--- src/rtl/accumulator.sv ---
// Row-sum accumulator: pops (row, product) pairs from two FWFT FIFOs
// and writes one total per row run into the result memory.
module accumulator (
  input  logic        Clk,
  input  logic        Reset,
  input  logic [7:0]  row_id_out,
  input  logic        row_id_empty,
  output logic        row_id_rd_en,
  input  logic [15:0] mult_out,
  input  logic        mult_empty,
  output logic        mult_rd_en,
  output logic [7:0]  wr_addr,
  output logic [15:0] wr_data,
  output logic        wr_en
);

  typedef enum logic [1:0] {
    IDLE,
    ACC,
    HELD
  } state_t;

  state_t      r_state;
  logic [7:0]  r_cur_row;
  logic [15:0] r_acc;
  logic [7:0]  r_wr_addr;
  logic [15:0] r_wr_data;
  logic        r_wr_en;

  logic w_pop;
  logic w_same;

  assign w_pop  = !Reset && !row_id_empty && !mult_empty;
  assign w_same = (row_id_out == r_cur_row);

  assign row_id_rd_en = w_pop;
  assign mult_rd_en   = w_pop;
  assign wr_addr      = r_wr_addr;
  assign wr_data      = r_wr_data;
  assign wr_en        = r_wr_en;

  always_ff @(posedge Clk or posedge Reset) begin
    if (Reset) begin
      r_state   <= IDLE;
      r_cur_row <= 8'd0;
      r_acc     <= 16'd0;
      r_wr_addr <= 8'd0;
      r_wr_data <= 16'd0;
      r_wr_en   <= 1'b0;
    end else begin
      r_wr_en <= 1'b0;
      if (w_pop) begin
        if (r_state != IDLE && w_same) begin
          r_acc <= r_acc + mult_out;
        end else begin
          // HELD rows are already stored; only an unwritten ACC sum goes out
          if (r_state == ACC) begin
            r_wr_en   <= 1'b1;
            r_wr_addr <= r_cur_row;
            r_wr_data <= r_acc;
          end
          r_cur_row <= row_id_out;
          r_acc     <= mult_out;
        end
        r_state <= ACC;
      end else if (r_state == ACC) begin
        r_wr_en   <= 1'b1;
        r_wr_addr <= r_cur_row;
        r_wr_data <= r_acc;
        r_state   <= HELD;
      end
    end
  end

endmodule

--- config.mk ---
export PLATFORM = sky130hd
export DESIGN_NAME = accumulator
export DESIGN_NICKNAME = d
export VERILOG_FILES = /design/src/rtl/accumulator.sv
export SDC_FILE = /design/constraint.sdc
export NUM_CORES = 1
export LEC_CHECK = 0
export CORE_MARGIN = 5
export CORE_UTILIZATION = 41
export CTS_CLUSTER_SIZE = 40
export DETAILED_ROUTE_END_ITERATION = 16
export PLACE_DENSITY = 0.66
export SLEW_MARGIN = 20
export SYNTH_ARGS = -nofsm -noshare
export SYNTH_HDL_FRONTEND = slang
export SYNTH_SLANG_ARGS = --single-unit
--- constraint.sdc ---
create_clock -name Clk -period 2.9 [get_ports Clk]
set_input_delay 0.29 -clock Clk [delete_from_list [all_inputs] [get_ports Clk]]
set_output_delay 0.29 -clock Clk [all_outputs]
set_load 0.03 [all_outputs]
==> results of run 1 <==
-- metal layers --
metal  vias up  GRT usage (%)  routed length [µm]
met5         -              0                   0
met2        42           23.6                2650
met4         0           5.07                  87
li1       1002              -                   -
met1       963           17.9                2680
met3         9           4.47                 251
-- synth_stat cells, drive strengths merged --
cell / number / area share (%)
a221oi: 1 / 0.54
inv: 4 / 0.54
or2: 1 / 0.23
fa: 1 / 0.72
buf: 5 / 1.3
or3: 1 / 0.23
nand3: 3 / 0.54
o221ai: 1 / 0.31
ha: 15 / 6.7
xnor2: 8 / 2.5
and3: 5 / 1.1
a211oi: 2 / 0.54
a21o: 4 / 1.1
nand2b: 2 / 0.45
nor2b: 1 / 0.23
xor2: 12 / 3.8
o21a: 1 / 0.27
clkbuf: 4 / 0.54
o31ai: 1 / 0.76
o21bai: 2 / 0.54
nor2: 6 / 1.2
nand4: 1 / 0.23
dfrtp: 51 / 46
a21oi: 16 / 2.9
nor3b: 1 / 0.67
nand3b: 1 / 0.27
o211ai: 2 / 0.54
mux2i: 7 / 2.5
nand2: 24 / 3.5
a31oi: 2 / 0.67
mux2: 32 / 13
a211o: 1 / 0.31
a41o: 1 / 0.36
a2bb2oi: 1 / 0.31
o21ai: 24 / 4.3
nor4: 2 / 0.45
-- how the worst max path moves through the flow --
| stage | startpoint | to | slack, ns | depth (start not counted) |
|---|---|---|---|---|
| after floorplan | r_acc[0]$_DFFE_PP0P_ | r_acc[12]$_DFFE_PP0P_ | 0.61 | 9 |
| after global placement | mult_out[0] | r_acc[14]$_DFFE_PP0P_ | 0.10 | 10 |
| after detailed placement | mult_out[0] | r_acc[12]$_DFFE_PP0P_ | 0.08 | 10 |
| after CTS | mult_out[0] | r_acc[14]$_DFFE_PP0P_ | 0.36 | 10 |
| after global routing | mult_out[0] | r_acc[14]$_DFFE_PP0P_ | 0.25 | 10 |
| final | mult_out[0] | r_acc[14]$_DFFE_PP0P_ | 0.37 | 10 |
-- area by class of cell --
class                   count  area, µm²
repair buffers             61        588
clock inverters             3       20.0
fillers                   600       3170
inverters                   4       15.0
multi-input cells         182       1440
clock buffers               5       68.8
flip-flops and latches     51       1280
well taps                  80        100
-- cells by family (layout without fill, tap and decap cells) --
logic type	count (synthesis)	count (layout)
fa+ha+maj	16	16
flops	51	51
simple gates	48	48
compound gates	59	59
mux	39	39
buf+inv	13	73
xor+xnor	20	20
-- stage by stage --
stage / hold WS (ns) / total power [W] / setup WS, ns / cells
6_report: 0.469 / 0.00282 / 0.374 / 386
4_1_cts: 0.501 / 0.00287 / 0.364 / 386
2_1_floorplan: 0.422 / 0.00194 / 0.614 / 246
3_3_place_gp: 0.473 / 0.00242 / 0.105 / 378
5_1_grt: 0.533 / 0.00302 / 0.248 / 386
3_5_place_dp: 0.475 / 0.00245 / 0.0797 / 378
-- flip-flops by register name, indices dropped and copies added (netlist names) --
signal,cells
wr_en,1
r_acc,16
wr_addr,8
r_cur_row,8
wr_data,16
r_state,2
-- critical path: stages --
cell             delay (ns)
clkdlybuf4s50_1        0.42
ha_1                   0.24
fa_1                   0.41
a21o_1                 0.23
a31oi_1                0.23
o21ai_1                0.13
a41o_1                 0.32
a31oi_2                0.20
xor2_1                 0.18
o21ai_1                0.07
-- cells in the final DEF, fill, tap and decap left out, types with 7 or more instances in the layout --
master,count
nand2_1,23
buf_4,9
o21ai_1,9
mux2i_1,7
mux2_2,21
dfrtp_1,51
o21ai_0,15
xnor2_1,8
a21oi_1,16
mux2_1,11
ha_1,15
clkdlybuf4s50_1,52
xor2_1,12
-- power groups by stage --
stage               combinational, W  clock [W]  sequential [W]
global placement             0.00134          0         0.00109
floorplan                   0.000522          0         0.00141
CTS                          0.00136   0.000427         0.00108
finish                       0.00134   0.000406         0.00108
detailed placement           0.00135          0         0.00110
global route                 0.00144   0.000464         0.00112
==> results_dict.tcl, run 1 <==
set metrics [dict create \
    status "complete, no violations" \
    die_x_um 92.4 \
    switchingPower_w 0.00108 \
    hold_viol 0 \
    fp.coreArea_um2 6680 \
    worstPathRequired_ns 3.10 \
    avgViaCountPerCell 5.22 \
    relSlewSlack_pct 42.8 \
    antenna-diode-count 0 \
    ir_worst_vdd_uv 457 \
    critPathMaxFanout 3 \
    ys_seq_elements 51 \
    synth_cell_types 43 \
    cts_made_buffers 5 \
    r2r_cells 9 \
    worstMarginPinSlew_ns 0.856 \
    grt-ovfl-total 0 \
    cts_sinks 51 \
    htreeDepth 2 \
    synth-compound-area-share_pct 13.5 \
    cts_tree "built" \
    synthMuxAreaShare_pct 15.5 \
    clkPwrFrac_pct 14.4 \
    min_period_ns 2.53 \
    placedInstanceArea_um2 3420 \
    path_clk_slew_ns 0.10 \
    cts_max_path_buffers 2 \
    start_kind "input pin" \
    first_pass_iters 4 \
    slew_viol_final 0 \
    place_congestion 0.854 \
    start_util_pct 41.6 \
    maxCapViolations 0 \
    final.setup.tns_ns 0 \
    critPathCaptureType "flip-flop" \
    synthXorXnorAreaFrac_pct 6.30 \
    power_density_nw_per_um2 805 \
    io_buffers 54 \
    synthAdderAreaFrac_pct 7.47 \
    p_leak_nw 1.52 \
    cts_hold_buf 0 \
    area_delta_synth_final_pct 26.1 \
    p_sw_share_pct 38.1 \
    rsz0062_at_grt "false" \
    rrSetupSlack_ns 0.40 \
    stdcell_area_um2 3510 \
    post_cts_resize_count 0 \
    syn_avg_cell_area_um2 11.3 \
    die_area_um2 8530 \
    wire_per_inst_um 14.7 \
    grt_pass1_wl_um 9870 \
    ant_nets 0 \
    post-dp-hpwl_um 4210 \
    grt_pass1_vias 2179 \
    setup_viol 0 \
    timing.rr.start "r_acc[0]$_DFFE_PP0P_" \
    netlist_instances 246 \
    drt-total-wl_um 5670 \
    utilization_pct 52.5 \
    r2r-end "r_acc[14]$_DFFE_PP0P_" \
    pwr-share-seq_pct 38.1 \
    hp-class "input pin to async pin" \
    antenna_found_initial 0 \
    crit_arrival_ns 2.72 \
    final_nets 349 \
    synth_top_family_by_area "multiplexers" \
    synth_simple_gate_area_share_pct 9.09 \
    grt_max_degree 52 \
    drt_iter0_markers 61 \
    seq_area_frac_synth_pct 45.9 \
    internal_power_w 0.00175 \
    skew_ns 0.00795 \
    ioPinCount 55 \
    vias 2016 \
    p_comb_share_pct 47.5 \
    finalCritPeriodShare_pct 87.1 \
    clk_latency_ns 0.31 \
    yosys_warnings 0 \
    cts_root_buffer "clkbuf_8" \
    cts_setup_buffers 0 \
    std_cell_rows 30 \
    syn_area_um2 2780 \
    syn_nets 290 \
    drc 0 \
    track_usage_pct 14.4 \
    drive_above_1_share_pct 15.0 \
    worst-setup-path-type "input pin to flip-flop" \
    die_y_um 92.4 \
    fmaxAchievable_mhz 396 \
]
Note: power is estimated with default switching activity, not from simulation.
==> run 2, diff against run 1 <==
--- a/config.mk
+++ b/config.mk
@@ -6,10 +6,10 @@
 export NUM_CORES = 1
 export LEC_CHECK = 0
 export CORE_MARGIN = 5
-export CORE_UTILIZATION = 41
+export CORE_UTILIZATION = 45
 export CTS_CLUSTER_SIZE = 40
 export DETAILED_ROUTE_END_ITERATION = 16
-export PLACE_DENSITY = 0.66
+export PLACE_DENSITY = 0.69
 export SLEW_MARGIN = 20
 export SYNTH_ARGS = -nofsm -noshare
 export SYNTH_HDL_FRONTEND = slang
==> results_dict.tcl, run 2 (synthesized netlist as in run 1, its figures left out) <==
set metrics [dict create \
    status "complete, no violations" \
    worst-setup-path-type "input pin to flip-flop" \
    hold_viol 0 \
    grt-ovfl-total 0 \
    crit_arrival_ns 2.75 \
    power_density_nw_per_um2 831 \
    cts_root_buffer "clkbuf_8" \
    cts_sinks 51 \
    antenna-diode-count 0 \
    hp-class "input pin to async pin" \
    cts_hold_buf 0 \
    instances_no_fill 380 \
    timing.rr.start "r_acc[0]$_DFFE_PP0P_" \
    grt_max_degree 28 \
    drive_above_1_share_pct 14.8 \
    rrSetupSlack_ns 0.37 \
    cpMaxStageDelayCell "clkdlybuf4s50_1" \
    slew_viol_final 0 \
    finalCritPeriodShare_pct 87.8 \
    setup_viol 0 \
    wire_per_inst_um 15.2 \
    rsz0062_at_grt "false" \
    postLayoutSetupSlackWorst_ns 0.354 \
    htreeDepth 2 \
    dp_slack_ns 0.0400 \
    worstMarginPinSlew_ns 0.849 \
    post_cts_resize_count 0 \
    drc 0 \
    ant_nets 0 \
    utilization_pct 59.4 \
    dr_wl_met2_um 2740 \
    antenna_found_initial 0 \
    critPathMostFrequentCell "o21ai_1" \
    die_area_um2 7850 \
    vias 1978 \
    path_cells "clkdlybuf4s50_1 > ha_1 > fa_1 > a21o_1 > a31oi_1 > o21ai_1 > a41o_1 > o31ai_4 > xor2_1 > o21ai_1" \
    placed_cells 372 \
    start_util_pct 46.7 \
    min_period_ns 2.55 \
    final_nets 348 \
    die_x_um 88.6 \
    cts_setup_buffers 0 \
    avgViaCountPerCell 5.21 \
    critical_path_depth 10 \
    grt_pass1_vias 2062 \
    io_buffers 54 \
    grt_pass1_wl_um 9630 \
    area_delta_synth_final_pct 27.1 \
    die_y_um 88.6 \
    crit_path_end "r_acc[12]$_DFFE_PP0P_" \
    relSlewSlack_pct 43.4 \
    fmaxAchievable_mhz 393 \
    r2r-end "r_acc[12]$_DFFE_PP0P_" \
    top_layer_used "met4" \
    clk_latency_ns 0.31 \
    cts_tree "built" \
    mostFrequentLayoutCell "clkdlybuf4s50_1" \
    r2r_cells 9 \
    fill_cells 518 \
    whs_ns 0.373 \
    wl_met1_um 2690 \
    maxCapViolations 0 \
    ioPinCount 55 \
    track_usage_pct 15.9 \
    critPathTopFamily "compound AO/OA/AOI/OAI gates" \
    skew_ns 0.00600 \
    std_cell_rows 28 \
    worstSetupStartpoint "mult_out[0]" \
    route.met3.wl_um 268 \
    first_pass_iters 4 \
    seqCellArea_um2 1280 \
    drt_iter0_markers 61 \
    max_stage_delay_ns 0.44 \
    drt-total-wl_um 5780 \
    cts_max_path_buffers 2 \
    layout.cells.most_common_list "52 x clkdlybuf4s50_1, 51 x dfrtp_1, 23 x nand2_1, 21 x mux2_2, 16 x a21oi_1" \
    place_congestion 0.859 \
    critPathCaptureType "flip-flop" \
    multi_input_area_um2 1440 \
    path_clk_slew_ns 0.09 \
    ir_worst_vdd_uv 414 \
    worstPathRequired_ns 3.10 \
    fp.coreArea_um2 5960 \
    final.setup.tns_ns 0 \
    p_leak_nw 1.54 \
    path_buf_inv 1 \
    cts_made_buffers 5 \
    post-dp-hpwl_um 4330 \
    critPathMaxFanout 3 \
    start_kind "input pin" \
]
[run 2: cell count changes in the layout (fill, tap and decap cells not counted), sizes merged]
| cell | delta |
|---|---|
| clkinvlp | -2 |
| buf | -1 |
| bufinv | +1 |
| clkbuf | +1 |
[run 2: through the flow]
| step | total power (W) | area, µm² |
|---|---|---|
| 2_1_floorplan | 0.00194 | 2780 |
| 3_3_place_gp | 0.00242 | 3420 |
| 3_5_place_dp | 0.00245 | 3420 |
| 4_1_cts | 0.00297 | 3540 |
| 5_1_grt | 0.00313 | 3540 |
| 6_report | 0.00294 | 3540 |
[run 2: cell type report]
type,instances,area share (%)
repair buffers,60,16.8
clock buffers,6,2.34
multi-input cells,182,40.7
clock inverters,2,0.991
well taps,75,2.65
inverters,4,0.425
flip-flops and latches,51,36.1
[run 2: routing by layer]
metal	up-vias	global-route usage, %
met1	937	21.0
met2	35	25.7
met5	-	0
met3	8	3.63
li1	998	-
met4	0	5.77
[run 2: worst min path at each step]
stage                                    end
floorplan           r_cur_row[0]$_DFFE_PP0P_
global placement      wr_data[5]$_DFFE_PP0P_
detailed placement    wr_data[7]$_DFFE_PP0P_
CTS                  wr_data[14]$_DFFE_PP0P_
global route         wr_data[15]$_DFFE_PP0P_
finish               wr_data[15]$_DFFE_PP0P_
[run 2: power by group]
group | internal, W | switching, W | total (W)
Combinational | 0.000636 | 0.000707 | 0.00134
Sequential | 0.000942 | 0.000135 | 0.00108
Clock | 0.000279 | 0.000239 | 0.000518
Total | 0.00186 | 0.00108 | 0.00294
==> run 3, diff against run 2 <==
--- a/config.mk
+++ b/config.mk
@@ -7,7 +7,7 @@
 export LEC_CHECK = 0
 export CORE_MARGIN = 5
 export CORE_UTILIZATION = 45
-export CTS_CLUSTER_SIZE = 40
+export CTS_CLUSTER_SIZE = 10
 export DETAILED_ROUTE_END_ITERATION = 16
 export PLACE_DENSITY = 0.69
 export SLEW_MARGIN = 20
==> results of run 3 <==
No change in the layout: final DEF, timing and power equal those of run 2.
